==> src/rtl/decompress3_7_ser.sv <==
// Serial unary expander: each 3-bit count becomes a 7-beat word with that many ones.
// Optional DECOMP_CHECK_EN adds a sticky err output that cross-checks emitted ones against the count.
module decompress3_7_ser #(
  parameter int DEPTH      = 2,
  parameter bit ONES_FIRST = 1'b1
) (
  input  logic       clk,
  input  logic       rst,
  input  logic       in_valid,
  output logic       in_ready,
  input  logic [2:0] in_count,
  output logic       out_valid,
  input  logic       out_ready,
  output logic       out_bit,
  output logic       out_last,
  output logic [6:0] therm,
  output logic       busy
`ifdef DECOMP_CHECK_EN
  ,
  output logic       err
`endif
);
  localparam int AW = (DEPTH > 1) ? $clog2(DEPTH) : 1;
  localparam int CW = AW + 1;

  typedef enum logic {IDLE, SHIFT} state_t;

  state_t          state_q, state_d;
  logic [2:0]      idx_q, idx_d;
  logic [2:0]      cur_q, cur_d;
  logic [AW-1:0]   wr_ptr_q, wr_ptr_d, rd_ptr_q, rd_ptr_d;
  logic [CW-1:0]   count_q, count_d;
  logic            in_ready_q, in_ready_d;
  logic [2:0]      mem_q [DEPTH];
  logic            push, pop, beat, fifo_ne;

  // Beat k of a word carrying count c; 4-bit compares keep 7-c from wrapping.
  function automatic logic bit_at(input logic [2:0] k, input logic [2:0] c);
    logic [3:0] k4, c4;
    k4 = {1'b0, k};
    c4 = {1'b0, c};
    if (ONES_FIRST) return k4 < c4;
    else            return k4 >= (4'd7 - c4);
  endfunction

  always_comb begin
    state_d  = state_q;
    idx_d    = idx_q;
    cur_d    = cur_q;
    wr_ptr_d = wr_ptr_q;
    rd_ptr_d = rd_ptr_q;
    pop      = 1'b0;
    fifo_ne  = (count_q != '0);
    push     = in_valid && in_ready_q;
    beat     = (state_q == SHIFT) && out_ready;
    case (state_q)
      IDLE:  pop = fifo_ne;
      SHIFT: if (beat) begin
        if (idx_q != 3'd6) idx_d = idx_q + 3'd1;
        else if (fifo_ne)  pop = 1'b1;
        else begin
          state_d = IDLE;
          idx_d   = '0;
        end
      end
      default: state_d = IDLE;
    endcase
    if (pop) begin
      cur_d    = mem_q[rd_ptr_q];
      idx_d    = '0;
      state_d  = SHIFT;
      rd_ptr_d = rd_ptr_q + AW'(1);
    end
    if (push) wr_ptr_d = wr_ptr_q + AW'(1);
    count_d    = count_q + CW'(push) - CW'(pop);
    in_ready_d = (count_d != CW'(DEPTH));
  end

  always_ff @(posedge clk or posedge rst) begin
    if (rst) begin
      state_q    <= IDLE;
      idx_q      <= '0;
      cur_q      <= '0;
      wr_ptr_q   <= '0;
      rd_ptr_q   <= '0;
      count_q    <= '0;
      in_ready_q <= 1'b1;
    end else begin
      state_q    <= state_d;
      idx_q      <= idx_d;
      cur_q      <= cur_d;
      wr_ptr_q   <= wr_ptr_d;
      rd_ptr_q   <= rd_ptr_d;
      count_q    <= count_d;
      in_ready_q <= in_ready_d;
    end
  end

  // Storage needs no reset: occupancy gates every read.
  always_ff @(posedge clk) begin
    if (push) mem_q[wr_ptr_q] <= in_count;
  end

  assign in_ready  = in_ready_q;
  assign out_valid = (state_q == SHIFT);
  assign out_bit   = out_valid && bit_at(idx_q, cur_q);
  assign out_last  = out_valid && (idx_q == 3'd6);
  assign busy      = out_valid || fifo_ne;

  always_comb begin
    therm = '0;
    for (int k = 0; k < 7; k++) therm[k] = out_valid && bit_at(3'(k), cur_q);
  end

`ifdef DECOMP_CHECK_EN
  logic [2:0] ones_q, ones_d;
  logic       err_q, err_d;

  // Compare on the last beat before any new word's pop clears the counter.
  always_comb begin
    ones_d = ones_q;
    err_d  = err_q;
    if (beat) begin
      if (idx_q == 3'd6) begin
        if (({1'b0, ones_q} + {3'b000, out_bit}) != {1'b0, cur_q}) err_d = 1'b1;
        ones_d = '0;
      end else begin
        ones_d = ones_q + {2'b00, out_bit};
      end
    end
    if (pop) ones_d = '0;
  end

  always_ff @(posedge clk or posedge rst) begin
    if (rst) begin
      ones_q <= '0;
      err_q  <= 1'b0;
    end else begin
      ones_q <= ones_d;
      err_q  <= err_d;
    end
  end

  assign err = err_q;
`endif
endmodule

==> config.mk <==
export PLATFORM = sky130hd
export DESIGN_NAME = decompress3_7_ser
export DESIGN_NICKNAME = d
export VERILOG_FILES = /design/src/rtl/decompress3_7_ser.sv
export SDC_FILE = /design/constraint.sdc
export NUM_CORES = 1
export LEC_CHECK = 0
export CORE_MARGIN = 2
export CORE_UTILIZATION = 52
export CTS_CLUSTER_DIAMETER = 200
export CTS_CLUSTER_SIZE = 40
export DETAILED_ROUTE_END_ITERATION = 7
export GPL_TIMING_DRIVEN = 0
export HOLD_SLACK_MARGIN = 0.08
export MAX_ROUTING_LAYER = met4
export PLACE_DENSITY = 0.81
export SLEW_MARGIN = 15
export SYNTH_ARGS = -nofsm -noshare
export SYNTH_HDL_FRONTEND = slang
export SYNTH_SLANG_ARGS = --single-unit
==> constraint.sdc <==
create_clock -name clk -period 5 [get_ports clk]
set_clock_uncertainty 0.2 [all_clocks]
set_input_delay 0.5 -clock clk [delete_from_list [all_inputs] [get_ports clk]]
set_output_delay 0.5 -clock clk [all_outputs]
set_load 0.005 [all_outputs]
==> After elaboration in Yosys (flattened, before gate mapping) <==
Memory sizes are Yosys's and may differ from the RTL's. A register that Yosys moved wholly into a read port is not among the register bits.
Cells that the tools add are included.
Widths: inputs -> output; s select.
{ "op_classes": {"add_sub_neg": 5, "order_cmp": 8, "eq_ne": 4, "mux": 15, "bitwise": 1, "n_reduce_logical": 16} }
{ "op_table": {"columns": ["operator", "count"], "rows": [
  ["$mux 3", 5],
  ["$logic_and 1x1->1", 11],
  ["$lt 3x3->1 const A", 3],
  ["$mux 1", 9],
  ["$lt 1x3->1 const A", 2],
  ["$lt 2x3->1 const A", 2],
  ["$reduce_bool 2->1", 3],
  ["$add 3x1->3 const B", 1],
  ["$eq 3x3->1 const B", 1],
  ["$lt 3x3->1", 1],
  ["$ne 3x2->1 const B", 1],
  ["$ne 3x3->1 const B", 1],
  ["$reduce_and 3->1", 1],
  ["$add 1x1->1 const B", 2],
  ["$add 2x1->2", 1],
  ["$ne 2x2->1 const B", 1],
  ["$pmux 1 s2", 1],
  ["$sub 2x1->2", 1],
  ["$logic_or 1x1->1", 1],
  ["$not 1->1", 1]
]} }
{ "totals": {"ff_bits": 9, "ram_bits": 6, "input_bits": 7, "output_inout_bits": 12, "word_cells": 56, "mem_count": 1} }
{ "mem_list": {"columns": ["name", "depth", "word_bits", "rd", "rd_ports_with_merged_regs", "write_ports", "line", "rtl"], "rows": [
  ["mem_q", 2, 3, 1, 1, 1, "34", "logic [2:0] mem_q [DEPTH];"]
]} }

==> Longest topological paths before layout <==
Gate-level depths: netlist (run 1).
{ "depth": {"word_depth": 7, "depth_mapped": 8, "depth_no_buf": 8} }

==> Worst setup path before layout (run 1) <==
Ideal clock, no wire load.
{ "synth_path": {"path_kind": "in2reg", "start": "in out_ready", "end": "reg in_ready_q, in the netlist in_ready", "setup_ns": 0.081, "t_arrival_ns": 1.634, "required_time_ns": 4.719, "setup_slack_ns": 3.085, "cell_stages": 8, "n_path_buf": 0, "path_cell_list": "nand4b_4 a21oi_4 ha_1 inv_1 ha_1 xnor2_1 xnor2_1 nand2b_1"} }
{ "synth_via": {"elab_chain_len": 5} }
{ "synth_lines": {"columns": ["item", "line", "rtl"], "rows": [
  ["start, declared", "13", "input logic out_ready,"],
  ["$logic_and 1x1->1", "55", "beat = (state_q == SHIFT) && out_ready;"],
  ["$mux 1", "58", "SHIFT: if (beat) begin"],
  ["$pmux 1 s2", "56", "case (state_q)"],
  ["$sub 2x1->2", "75", "count_d = count_q + CW'(push) - CW'(pop);"],
  ["via count_d[1]", "32", "logic [CW-1:0] count_q, count_d;"],
  ["$ne 2x2->1", "76", "in_ready_d = (count_d != CW'(DEPTH));"],
  ["via in_ready_d", "33", "logic in_ready_q, in_ready_d;"],
  ["end signal, assigned", "95", "in_ready_q <= in_ready_d;"],
  ["end, declared", "33", null]
]} }
The timed path passes the listed nets, and every way through them passes these cells.
A chain may end at the register's enable or synchronous reset.

==> Worst setup path after layout (run 1) <==
{ "layout_path": {"start": "reg idx_q[1]", "end": "out out_bit"} }
{ "layout_via": {"elab_chain_len": 2} }
{ "layout_lines": {"columns": ["item", "line", "rtl"], "rows": [
  ["start, declared", "29", "logic [2:0] idx_q, idx_d;"],
  ["start signal, assigned", "90", "idx_q <= idx_d;"],
  ["$lt 3x3->1", "42", "if (ONES_FIRST) return k4 < c4;"],
  ["$logic_and 1x1->1", "106", "assign out_bit = out_valid && bit_at(idx_q, cur_q);"],
  ["end, declared", "14", "output logic out_bit,"]
]} }
Every way passes these cells.

==> results of run 1 <==
## path summary, 6_finish.rpt
| path | start | endpoint | slack (ns) | cells after the start |
|---|---|---|---|---|
| min in group asynchronous | rst | count_q[1]$_DFF_PP0_ | 0.31 | 2 |
| worst min-delay path | wr_ptr_q$_DFFE_PP0P_ | wr_ptr_q$_DFFE_PP0P_ | 0.30 | 1 |
| max in group asynchronous | rst | in_ready$_DFF_PP1_ | 3.94 | 2 |
| worst max register to register | idx_q[0]$_DFFE_PP0P_ | in_ready$_DFF_PP1_ | 2.91 | 8 |
| worst max-delay path | idx_q[1]$_DFFE_PP0P_ | out_bit | 2.40 | 4 |
| worst min register to register | wr_ptr_q$_DFFE_PP0P_ | wr_ptr_q$_DFFE_PP0P_ | 0.30 | 1 |
## stage by stage
| stage | cells | area, sq um | power, W | util | worst slack [ns] |
|---|---|---|---|---|---|
| floorplan | 73 | 893 | 0.000423 | - | 3.09 |
| global placement | 107 | 1090 | 0.000538 | 0.701 | 2.34 |
| detailed placement | 107 | 1090 | 0.000550 | 0.701 | 2.31 |
| CTS | 111 | 1120 | 0.000624 | 0.718 | 2.40 |
| global route | 111 | 1120 | 0.000666 | 0.718 | 2.33 |
| finish | 111 | 1120 | 0.000619 | 0.718 | 2.40 |
## cell type report
cell class / count / area (sq um)
tap: 16 / 20.0
timing repair buffer: 18 / 180
inverter: 5 / 18.8
sequential: 18 / 482
buffer: 1 / 5.00
fill: 116 / 439
clock buffer: 4 / 26.3
multi-input combinational: 49 / 388
## power by group through the flow
stage               registers (W)  clock network [W]  logic, W
global route             0.000283          0.0000796  0.000304
CTS                      0.000272          0.0000755  0.000276
floorplan                0.000261                  0  0.000162
detailed placement       0.000276                  0  0.000275
finish                   0.000273          0.0000734  0.000272
global placement         0.000272                  0  0.000266
## registers in the layout (all words and copies together), names as in the netlist
name	count
count_q	2
cur_q	3
wr_ptr_q	1
in_ready	1
rd_ptr_q	1
out_valid	1
idx_q	3
mem_q	6
## per-layer routing
metal  wire length [um]  global-route usage  vias to the layer above
li1                   -                   -                      301
met1                650               0.224                      319
met2                813               0.299                       22
met3                 68              0.0238                        4
met4                 22              0.0765                        0
met5                  0                   -                        -
## cells by family after synthesis
kind of cell,synth area share
AOI/OAI and AO/OA,0.102
and+or+nand+nor,0.151
buffers and inverters,0.0266
adders and majority gates,0.0560
DFF,0.539
xor gates and xnor gates,0.0392
muxes,0.0854
## critical path, stage by stage (launching register included)
cell,delay [ns]
dfrtp_1,0.50
ha_1,0.33
a21o_1,0.15
a21oi_1,0.13
clkdlybuf4s50_1,0.51
## cell usage in the layout, fill, tap and decap left out
cell type         n
a21boi_0          1
a21o_1            2
a21oi_1           2
a21oi_4           1
and2_1            2
and2b_2           1
and3_1            2
buf_2             1
clkbuf_1          1
clkbuf_4          3
clkdlybuf4s50_1  18
dfrtp_1          11
dfstp_2           1
edfxtp_1          6
ha_1              4
inv_1             5
mux2_2            1
mux2_4            1
mux2i_1           5
nand2_1           5
nand2b_1          3
nand3_1           1
nand4_1           1
nand4b_1          1
nand4b_4          1
nor2_1            2
nor3_1            1
nor3b_1           1
o21a_1            3
o21ai_0           4
xnor2_1           3
xor2_1            1
==> summary.md, run 1 <==
| Metric | Value |
|---|---|
| CTS root buf | clkbuf_4 |
| GRT overflow | 0 |
| Num CTS Buffers | 3 |
| Synth Cell Area | 893 sq um |
| Syn-to-layout area delta | 25.3% |
| Initial core utilization | 0.573 |
| Comb pwr share | 0.440 |
| Sw power | 0.000206 W |
| Hold crit path type | flip-flop to flip-flop |
| Iter 0 DRT Violations | 14 |
| Mapped Nets | 84 |
| Clk slew on worst S/H paths | 0.10 ns |
| Post-detail-place hpwl | 1200 um |
| Clk buf depth | 2 |
| Post-synth top cells | 11 x dfrtp_1, 6 x edfxtp_1, 5 x inv_1, 5 x mux2i_1, 5 x nand2_1 |
| Worst rel slew slack | 0.690 |
| Max Cap Viol | 0 |
| Async set-reset flop share out of synthesis | 0.667 |
| Status | finished, final reports clean |
| Drt wl/cell | 14.0 um |
| Crit end category | primary output |
| Yosys top cell by area | dfrtp_1 |
| FMAX | 384 MHz |
| Vias in the first global route | 625 |
| Final Hold Viols | 0 |
| Final hold slack | 0.301 ns |
| Hold Buf Count CTS | 0 |
| Clock power frac | 0.119 |
| Post-Syn Instances | 73 |
| Leak pwr | 0.486 nW |
| Slew @ Worst Pin | 0.465 ns |
| Post-synth EDFFs | 6 |
| Fin crit share | 0.521 |
| Avg Inst Size Synth | 12.2 sq um |
| Worst skew pair latency | 0.28 ns |
| Worst setup path class | flip-flop to primary output |
| Post-CTS Repair Setup Buffers | 0 |
| Switching portion of total power | 0.333 |
| CTS Sinks | 18 |
| IO buf count | 18 |
| CP required | 4.30 ns |
| Setup_tns | 0 ns |
| Top-count cell post-synth | dfrtp_1 |
| Global Route Usage Sum | 0.182 |
| Ratio of cells with drive above 1 in the final layout | 0.105 |
| RSZ-0062 raised after global routing | false |
| Power density over cell area | 552 nW/um^2 |
| CP max FO | 6 |
| Worst Path Arrival | 1.90 ns |
| Die ar. | 2070 sq um |
| Post-Route WL | 1550 um |
| Sequential power share | 0.441 |
| Placeable Area | 1560 sq um |
| CTS-repair resized insts | 0 |
| Routed Antenna Nets | 0 |
| DIE WIDTH | 45.5 um |
| Syn. warnings | 0 |
| VDD IR max | 0.363 mV |
| Final #Nets | 107 |
| Netlist cell types | 29 |
| Main synth FF type | dfrtp_1 |
| Total vias in the final route | 646 |
| CTS tree | done |
| Synth area leaders | dfrtp_1 31%, edfxtp_1 20%, ha_1 5.6%, mux2i_1 5.6%, dfstp_2 2.9% |
| Yosys top cell area share | 0.308 |
| Internal power consumption | 0.000413 W |
| # diodes | 0 |
| Initial antenna violation count | 0 |
| H-tree levels | 1 |
| Max Slew Vio Count | 0 |
| # setup viols final | 0 |
| Routability cong. | 0.778 |
| Row count | 14 |
| Synthesized flop and latch total | 18 |
| CP Launch Type | flip-flop |
| Height of the die | 45.5 um |
| First-pass detailed-route iteration total | 5 |
| Largest net degree at the start of global routing | 13 |
| Tmin final | 2.60 ns |
| Via density | 5.82 |
| Sequential share of the synthesized area | 0.539 |
| First-pass GRT wire length | 2610 um |
| I/O pin cnt | 19 |
| # DRC | 0 |
Note: power is estimated with default switching activity, not from simulation.
==> run 2, diff against run 1 <==
--- a/config.mk
+++ b/config.mk
@@ -6,14 +6,14 @@
 export NUM_CORES = 1
 export LEC_CHECK = 0
 export CORE_MARGIN = 2
-export CORE_UTILIZATION = 52
+export CORE_UTILIZATION = 44
 export CTS_CLUSTER_DIAMETER = 200
 export CTS_CLUSTER_SIZE = 40
 export DETAILED_ROUTE_END_ITERATION = 7
 export GPL_TIMING_DRIVEN = 0
 export HOLD_SLACK_MARGIN = 0.08
 export MAX_ROUTING_LAYER = met4
-export PLACE_DENSITY = 0.81
+export PLACE_DENSITY = 0.73
 export SLEW_MARGIN = 15
 export SYNTH_ARGS = -nofsm -noshare
 export SYNTH_HDL_FRONTEND = slang
==> constraint.sdc (replaced) <==
create_clock -name clk -period 2.15 [get_ports clk]
set_clock_uncertainty 0.2 [all_clocks]
set_input_delay 0.215 -clock clk [delete_from_list [all_inputs] [get_ports clk]]
set_output_delay 0.215 -clock clk [all_outputs]
set_load 0.005 [all_outputs]
==> run 2 against run 1 <==
  * Setup slack lost 2.3 ns
  * Sequential share of layout area shrank 2.3 points
  * Sequential power grew 130%
  * Wire length grew 3.5%
  * Register-to-register slack lost 2.8 ns
  * Power grew 140%
  * Worst hold slack lost 0.14 ns
  * Critical path type unchanged
==> summary.md, run 2 (synthesized netlist as in run 1, its figures left out) <==
| Metric | Value |
|---|---|
| Vias in the first global route | 597 (-4.5%) |
| Num CTS Buffers | 3 (unchanged) |
| Comb pwr share | 0.466 (+0.026) |
| Global Route Usage Sum | 0.150 (-0.0314) |
| Row count | 16 (+2) |
| FMAX | 480 MHz |
| Routability cong. | 0.725 (-6.9%) |
| Worst r2r src | idx_q[0]$_DFFE_PP0P_ |
| VDD IR max | 0.699 mV (+93%) |
| Worst R2R End | in_ready$_DFF_PP1_ |
| Worst setup path class | flip-flop to primary output |
| Setup WS pre-CTS | -0.262 ns (-2.57 ns) |
| Leak pwr | 0.523 nW (+7.5%) |
| Total vias in the final route | 629 (-2.6%) |
| Placeable Area | 1940 sq um (+25%) |
| Max Cap Viol | 0 (unchanged) |
| CP endpoint | therm[4] |
| CP max FO | 10 (+4) |
| Post-Route WL | 1610 um (+3.5%) |
| WL met1 | 703 um (+8.2%) |
| Post-detail-place hpwl | 1130 um (-5.8%) |
| Final #Nets | 113 (+5.6%) |
| Switching portion of total power | 0.333 (about the same) |
| Final Hold Viols | 0 (unchanged) |
| # diodes | 0 (unchanged) |
| Drt wl/cell | 12.6 um (-10%) |
| Critical Path Start | out_valid$_DFF_PP0_ |
| Sw power | 0.000487 W (+140%) |
| Clk buf depth | 2 (unchanged) |
| Critical path's largest stage delay | 0.49 ns (-0.02 ns) |
| Tot Pwr | 0.00146 W (+140%) |
| Filler Cells Inserted | 174 (+50%) |
| Sequential power share | 0.420 (-0.021) |
| GRT overflow | 0 (unchanged) |
| First-pass detailed-route iteration total | 4 (-1) |
| Die ar. | 2410 sq um (+17%) |
| Clk slew on worst S/H paths | 0.10 ns (about the same) |
| DIE WIDTH | 49.1 um (+7.9%) |
| Reg2reg setup slack | 0.14 ns (-2.77 ns) |
| CTS root buf | clkbuf_4 |
| Worst skew pair latency | 0.28 ns (about the same) |
| Slowest cell on crit path | clkdlybuf4s50_1 |
| I/O pin cnt | 19 (unchanged) |
| Initial core utilization | 0.460 (-0.113) |
| CTS tree | done |
| Hold crit path type | primary input to flip-flop |
| Tmin final | 2.08 ns |
| Worst path depth | 4 (unchanged) |
| Final setup margin | 0.0651 ns (-2.33 ns) |
| Commonest non-fill, non-tap cell in the layout | clkdlybuf4s50_1 |
| Most frequent cells in the layout | 16 x clkdlybuf4s50_1, 8 x dfrtp_1, 6 x edfxtp_1 |
| Largest net degree at the start of global routing | 13 (unchanged) |
| Max Slew Vio Count | 0 (unchanged) |
| Critical path's top delay family | buffers and inverters |
| H-tree levels | 1 (unchanged) |
| Syn-to-layout area delta | 33.5% |
| Internal power consumption | 0.000976 W (+140%) |
| Clock power frac | 0.114 (-0.005) |
| CP Buf/Inv Count | 2 (+1) |
| Worst Path Arrival | 1.67 ns (-0.23 ns) |
| CTS Sinks | 18 (unchanged) |
| Height of the die | 49.1 um (+7.9%) |
| First-pass GRT wire length | 2610 um (unchanged) |
| Iter 0 DRT Violations | 9 (-5) |
| Ratio of cells with drive above 1 in the final layout | 0.178 (+0.0730) |
| Status | finished, final reports clean |
| Setup_tns | 0 ns (unchanged) |
| CP Launch Type | flip-flop |
| Routed Antenna Nets | 0 (unchanged) |
| Crit end category | primary output |
| Fin crit share | 0.970 |
| Routed length on met3 | 48 um (-29%) |
| CP Cell Sequence | buf_6 > and2_1 > o21a_1 > clkdlybuf4s50_1 |
| Max reg flops | 6 (unchanged) |
| IO buf count | 18 (unchanged) |
| Worst rel slew slack | 0.691 (+0.00105) |
| R2R depth | 8 (unchanged) |
| Largest register by flop count | mem_q |
| Largest regs | mem_q x6, cur_q x3, idx_q x3 |
| # setup viols final | 0 (unchanged) |
| Met2 Routed Length | 843 um (+3.7%) |
| Power density over cell area | 1230 nW/um^2 (+120%) |
| # DRC | 0 (unchanged) |
| Via density | 4.91 (-16%) |
| CP required | 1.74 ns (-2.56 ns) |
| Slew @ Worst Pin | 0.463 ns (-0.00157 ns) |
| Top routing layer in use | met4 |
| Initial antenna violation count | 0 (unchanged) |
## run 2: cell types whose count changed in the layout (fill, tap and decap cells not counted)
cell             change
clkbuf_1             -1
dlygate4sd2_1        +1
buf_4                +5
clkdlybuf4s50_1      -2
buf_6                +1
buf_2                -1
dlygate4sd3_1        +1
dlymetal6s2s_1       +1
clkinv_1             +1
dfrtp_1              -3
dfrtp_2              +3
## run 2: how the worst min path moves through the flow
stage	start	end	slack, ns	cells past startpoint
3_5_place_dp	wr_ptr_q$_DFFE_PP0P_	wr_ptr_q$_DFFE_PP0P_	0.28	1
4_1_cts	in_count[2]	mem_q[1][2]$_DFFE_PP_	0.30	1
3_3_place_gp	wr_ptr_q$_DFFE_PP0P_	wr_ptr_q$_DFFE_PP0P_	0.28	1
6_report	out_ready	idx_q[1]$_DFFE_PP0P_	0.16	3
5_1_grt	out_ready	idx_q[0]$_DFFE_PP0P_	0.18	3
2_1_floorplan	rst	count_q[0]$_DFF_PP0_	-0.12	1
## run 2: layer usage
layer,up-vias,global-route usage
met5,-,-
met4,0,0.0714
met3,2,0.0307
met2,12,0.257
met1,301,0.167
li1,314,-
## run 2: timing repair
item                                    in CTS  in global routing
resized for setup                            5                  2
endpoints found under the hold margin       11                  0
setup buffers                                3                  2
endpoints found under the setup margin       7                  5
pin swaps                                    0                  1
cloned                                       0                  0
hold buffers                                 1                  0
## run 2: power groups by stage
stage | sequential, W | combinational [W] | clock, W
global route | 0.000635 | 0.000753 | 0.000190
detailed placement | 0.000635 | 0.000642 | 0
global placement | 0.000632 | 0.000623 | 0
floorplan | 0.000607 | 0.000376 | 0
finish | 0.000615 | 0.000681 | 0.000166
CTS | 0.000611 | 0.000686 | 0.000172
## run 2: final cells by class
class / count / area [sq um] / share of cell area
timing repair buffer: 24 / 229 / 0.192
clock inverter: 1 / 3.75 / 0.00315
buffer: 1 / 11.3 / 0.00944
inverter: 5 / 18.8 / 0.0157
tap: 27 / 33.8 / 0.0283
sequential: 18 / 485 / 0.407
multi-input combinational: 49 / 388 / 0.325
clock buffer: 3 / 22.5 / 0.0189
## run 2: through the flow
stage,hold WS (ns),utilization,cells,area [sq um]
detailed placement,0.285,0.570,118,1110
CTS,0.304,0.604,126,1170
floorplan,-0.121,-,73,893
global route,0.178,0.614,128,1190
global placement,0.285,0.570,118,1110
finish,0.156,0.614,128,1190
## run 2: tightest hold or removal path, stage by stage
cell and delay, ns:
dlymetal6s2s_1 0.21, nand3_1 0.12, mux2i_1 0.06
==> run 3, diff against run 2 <==
--- a/config.mk
+++ b/config.mk
@@ -14,7 +14,6 @@
 export HOLD_SLACK_MARGIN = 0.08
 export MAX_ROUTING_LAYER = met4
 export PLACE_DENSITY = 0.73
-export SLEW_MARGIN = 15
 export SYNTH_ARGS = -nofsm -noshare
 export SYNTH_HDL_FRONTEND = slang
 export SYNTH_SLANG_ARGS = --single-unit
==> results of run 3 <==
Same layout as run 2: the final DEF is identical, and so are final timing and power.
